[src/rtl/enum_rr_arbiter.sv]
// ---------------------------------------------------------------------------
// enum_rr_arbiter
//
// Four-requester round-robin arbiter.
// - An owner holds the shared resource for at most MAX_HOLD consecutive
//   cycles.
// - Ownership ends early when the owner drops its request.
// - Every ownership is followed by a RELEASE cycle and an IDLE cycle.
// - The search start pointer moves past the last owner in the RELEASE cycle.
//
// Parameters
//   MAX_HOLD : maximum consecutive grant cycles per ownership (1..8).
//
// Ports
//   clk     in   1  single clock; all state changes on posedge clk
//   rst     in   1  synchronous, active-high reset
//   req     in   4  request vector; bit i = requester i wants the resource
//   gnt     out  4  grant vector; one-hot(owner) in GRANT/HOLD, else zero
//   owner   out  2  index of the current or most recent owner
//   busy    out  1  high whenever the FSM is not in ST_IDLE
//   state_o out  2  encoded FSM state
//                   (0 IDLE, 1 GRANT, 2 HOLD, 3 RELEASE)
//
// The companion module enum_rr_arbiter_chk holds the immediate assertions.
// ---------------------------------------------------------------------------

module enum_rr_arbiter_chk #(
  parameter int MAX_HOLD = 4
) (
  input logic       rst,
  input logic [3:0] gnt,
  input logic [1:0] state,
  input logic [2:0] hold_cnt,
  input logic [1:0] idle_code
);

  localparam logic [2:0] HOLD_LAST = 3'(MAX_HOLD - 1);

  // Structural invariants, checked continuously outside reset.
  always_comb begin
    assert (rst || $onehot0(gnt));
    assert (rst || ((gnt != 4'b0000) == ((state == 2'd1) || (state == 2'd2))));
    assert (rst || (hold_cnt <= HOLD_LAST));
    assert (idle_code == 2'h0);
  end

endmodule

module enum_rr_arbiter #(
  parameter int MAX_HOLD = 4
) (
  input  logic       clk,
  input  logic       rst,
  input  logic [3:0] req,
  output logic [3:0] gnt,
  output logic [1:0] owner,
  output logic       busy,
  output logic [1:0] state_o
);

  typedef enum logic [1:0] {
    ST_IDLE    = 2'd0,
    ST_GRANT   = 2'd1,
    ST_HOLD    = 2'd2,
    ST_RELEASE = 2'd3
  } state_t;

  // Last hold_cnt value before ownership is forcibly ended.
  localparam logic [2:0] HOLD_LAST = 3'(MAX_HOLD - 1);

  state_t     state_r;
  logic [1:0] ptr_r;
  logic [1:0] owner_r;
  logic [2:0] hold_cnt_r;
  logic [1:0] pick_s;
  logic       owner_done_s;

  // First requester found when scanning from p upward (mod 4).
  // The scan runs from the farthest offset down to offset 0,
  // so the nearest set bit overwrites any farther one.
  function automatic logic [1:0] rr_pick(input logic [3:0] r, input logic [1:0] p);
    logic [1:0] pick;
    logic [1:0] idx;
    pick = p;
    for (int k = 3; k >= 0; k--) begin
      idx = p + 2'(k);
      if (r[idx]) begin
        pick = idx;
      end else begin
        pick = pick;
      end
    end
    return pick;
  endfunction

  function automatic logic [3:0] onehot4(input logic [1:0] i);
    return 4'b0001 << i;
  endfunction

  // Round-robin winner and end-of-ownership decision.
  always_comb begin
    pick_s       = rr_pick(req, ptr_r);
    owner_done_s = (req[owner_r] == 1'b0) || (hold_cnt_r == HOLD_LAST);
  end

  // Arbiter FSM together with its pointer, owner and hold counter.
  always_ff @(posedge clk) begin
    if (rst) begin
      state_r    <= ST_IDLE;
      ptr_r      <= 2'd0;
      owner_r    <= 2'd0;
      hold_cnt_r <= 3'd0;
    end else begin
      case (state_r)
        ST_IDLE: begin
          if (req != 4'b0000) begin
            owner_r    <= pick_s;
            hold_cnt_r <= 3'd0;
            state_r    <= ST_GRANT;
          end else begin
            state_r <= ST_IDLE;
          end
        end
        ST_GRANT, ST_HOLD: begin
          if (owner_done_s) begin
            state_r <= ST_RELEASE;
          end else begin
            state_r    <= ST_HOLD;
            hold_cnt_r <= hold_cnt_r + 3'd1;
          end
        end
        ST_RELEASE: begin
          ptr_r   <= owner_r + 2'd1;
          state_r <= ST_IDLE;
        end
        default: begin
          state_r <= ST_IDLE;
        end
      endcase
    end
  end

  // Output decode from registered state; the grant is live only while owning.
  always_comb begin
    gnt = 4'b0000;
    case (state_r)
      ST_GRANT, ST_HOLD: gnt = onehot4(owner_r);
      default:           gnt = 4'b0000;
    endcase
    owner   = owner_r;
    busy    = (state_r != ST_IDLE);
    state_o = state_r;
  end

  enum_rr_arbiter_chk #(
    .MAX_HOLD (MAX_HOLD)
  ) u_chk (
    .rst       (rst),
    .gnt       (gnt),
    .state     (state_r),
    .hold_cnt  (hold_cnt_r),
    .idle_code (ST_IDLE)
  );

endmodule

[config.mk]
export PLATFORM = sky130hd
export DESIGN_NAME = enum_rr_arbiter
export DESIGN_NICKNAME = d
export VERILOG_FILES = /design/src/rtl/enum_rr_arbiter.sv
export SDC_FILE = /design/constraint.sdc
export NUM_CORES = 1
export LEC_CHECK = 0
export ABC_AREA = 0
export CORE_UTILIZATION = 25
export DETAILED_ROUTE_END_ITERATION = 6
export REMOVE_ABC_BUFFERS = 1
export SLEW_MARGIN = 20
export SYNTH_ARGS = -nofsm -noshare
export SYNTH_HDL_FRONTEND = slang
export SYNTH_SLANG_ARGS = --single-unit
[constraint.sdc]
create_clock -name clk -period 1.7 [get_ports clk]
set_clock_uncertainty 0.15 [all_clocks]
set_input_delay 0.34 -clock clk [delete_from_list [all_inputs] [get_ports clk]]
set_output_delay 0.34 -clock clk [all_outputs]
set_load 0.03 [all_outputs]
==> qor.csv, run 1 <==
stage;metric;value;unit
yosys;synth_seq_area_share;28.6;%
placement;place_hpwl;1.22;mm
sta;hold_violations;0;
global_route;antenna_found_initial;0;
cells_and_area;final_cell_mix;buf_4 (20), dlygate4sd2_1 (8), buf_6 (8);
sta;worst_pin_slew;0.388;ns
cts;cts.clk_slew.worst_paths;0.07;ns
setup_path;crit_type;reg -> out;
worst_hold_path;hold_path_class;reg -> reg;
power_and_ir_drop;leakage;0.476;nW
cells_and_area;fin_nets;127;
power_and_ir_drop;power_density;1420;nW/µm²
cells_and_area;stdcell_area;1070;µm²
power_and_ir_drop;p_seq_share;19.8;%
die;die_area;2730;µm²
setup_path;arrival;1.29;ns
die;die_h;52.2;µm
placement;dpl-instance-area;913;µm²
cells_and_area;diodes;0;
yosys;async_flop_share;0;%
cts;clk_latency;0.27;ns
die;rows;17;
sta;hold-worst-slack;0.349;ns
global_route;grt_pass1_vias;625;
sta;max_freq;561;MHz
setup_path;start_kind;flip-flop;
status;status;finished, violations left;
power_and_ir_drop;power;1.51;mW
cells_and_area;utilization;46.4;%
route;via_count;667;
route;drcViolationCount;0;
cells_and_area;syn_to_final_growth;69.0;%
cts;root_buffer;clkbuf_4;
job;cap_violations;0;
sta;setup_viol;6;
power_and_ir_drop;p_int;890;µW
setup_path;required;1.21;ns
setup_path;crit_family;flip-flops;
yosys;postSynthCellCount;72;
cts;clock_sinks;9;
cts;cts_buffers;3;
power_and_ir_drop;switching_share;41.0;%
power_and_ir_drop;combPwrFrac;68.5;%
placement;globalplace.congestion;0.789;
route;wirelength;1.79;mm
route;post_drt_wl_per_cell;12.9;µm
die;start_util;27.5;%
route;drt_iter0_drc;6;
cts;cts_max_path_buffers;2;
setup_path;worstPathCellList;inv_2 -> ha_4 -> buf_6 -> and2_4 -> buf_6;
setup_path;crit_path_max_fanout;5;
placement;pre_cts_slack;-0.443;ns
cts;cts_tree;done;
sta;fin_crit;1.78;ns
cells_and_area;nFillCells;224;
yosys;synth_ff_type;dfxtp_1;
global_route;grt_max_degree;7;
status;violations;setup timing;
yosys;syn_area;631;µm²
setup_path;slowest_delay;0.34;ns
route;firstDrtPassIters;2;
die;io_pins;15;
global_route;grt_use_total;14.2;%
yosys;ys_seq_elements;9;
cts;h-tree-depth;1;
placement;port_buffers;14;
sta;final_max_slew_viol_count;0;
yosys;yosys_warnings;0;
placement;dp_cells;129;
setup_path;crit_top_cell;buf_6;
die;die_w;52.2;µm
yosys;synth_edf_count;0;
route;via_per_inst;4.80;
sta;slew_headroom;73.8;%
global_route;grt_pass1_wl;2.75;mm
yosys;syn_area_per_cell;8.76;µm²
route;antenna_left;0;
power_and_ir_drop;p_sw;619;µW
sta;setup_tns;-0.375;ns
power_and_ir_drop;peakVddDrop;0.868;mV
global_route;grt_overflow;0;
sta;rsz0062_at_grt;yes;
power_and_ir_drop;p_clk_share;11.7;%
setup_path;crit_buf_inv;3;
yosys;synth.distinct_cells;30;
cells_and_area;layout_commonest_cell;buf_4;
sta;finalWorstSetupSlack;-0.0811;ns
cells_and_area;drive_gt1_share;46.8;%
cells_and_area;final_cells;139;
setup_path;endpoint_kind;output pin;
setup_path;slowest_stage;dfxtp_2;
sta;post-route-period-util;105;%
die;fp.coreArea;2300;µm²
[cell usage after synthesis, types with 3 or more instances]
| cell | instances | area, µm² |
|---|---|---|
| a21oi_1 | 3 | 15.0 |
| and2_1 | 4 | 25.0 |
| dfxtp_1 | 9 | 180 |
| ha_1 | 9 | 113 |
| inv_1 | 9 | 33.8 |
| nand2_1 | 3 | 11.3 |
| nor2_1 | 3 | 11.3 |
| nor2b_1 | 3 | 18.8 |
[metal layers]
| metal | global-route usage (%) | up-vias | share of wire (%) |
|---|---|---|---|
| met1 | 15.4 | 314 | 42 |
| met4 | 3.95 | 0 | 0.73 |
| met3 | 5.22 | 2 | 4.0 |
| met2 | 25.6 | 13 | 53 |
| li1 | - | 338 | - |
| met5 | 0 | - | 0 |
[worst paths after layout]
check,from,to,slack [ns],depth (start not counted)
max reg2reg,owner[1],state_o[0],-0.03,4
min reg2reg,owner[0],owner[0],0.35,2
min,owner[0],owner[0],0.35,2
max,state_o[0],gnt[2],-0.08,5
[power groups by stage]
stage	Sequential (mW)	Clock, mW	Combinational (mW)
final	0.298	0.176	1.03
after global routing	0.307	0.191	1.11
after CTS	0.295	0.177	0.933
after detailed placement	0.289	0	0.798
after global placement	0.291	0	0.800
after floorplan	0.346	0	0.363
[cell families after synthesis]
| kind of cell | after synthesis | synth area share (%) |
|---|---|---|
| AND/OR/NAND/NOR | 25 | 22.6 |
| flip-flops | 9 | 28.6 |
| AO/OA/AOI/OAI | 15 | 17.7 |
| multiplexers | 3 | 6.75 |
| buffers and inverters | 11 | 6.55 |
| adder cells (fa/ha/maj) | 9 | 17.9 |
[state kept, by name, indices dropped and copies added (netlist names)]
signal      count
ptr_r           2
state_o         2
owner           2
hold_cnt_r      3
[tightest hold or removal path, stage by stage (launching register included)]
cell     delay (ns)
dfxtp_2        0.35
nand2_1        0.06
a21oi_1        0.05
[final cells by class]
class,instances,area (µm²),area share (%)
multi-input combinational,52,462,43.3
timing repair buffer,37,320,30.0
sequential,9,189,17.7
tap,28,35.0,3.29
inverter,9,33.8,3.17
clock buffer,4,26.3,2.46
[repair_timing]
item / CTS / global route
setup endpoints to repair: 12 / 7
gates cloned: 0 / 0
pin swaps: 8 / 4
buffers inserted: 4 / 2
resized for setup: 30 / 7
hold buffers: 0 / 0
(Power assumes the default switching activity.)
==> run 2, diff against run 1 <==
- SLEW_MARGIN: 20 -> not set
==> results of run 2 <==
The final DEF is identical to that of run 1; final timing and power are the same.
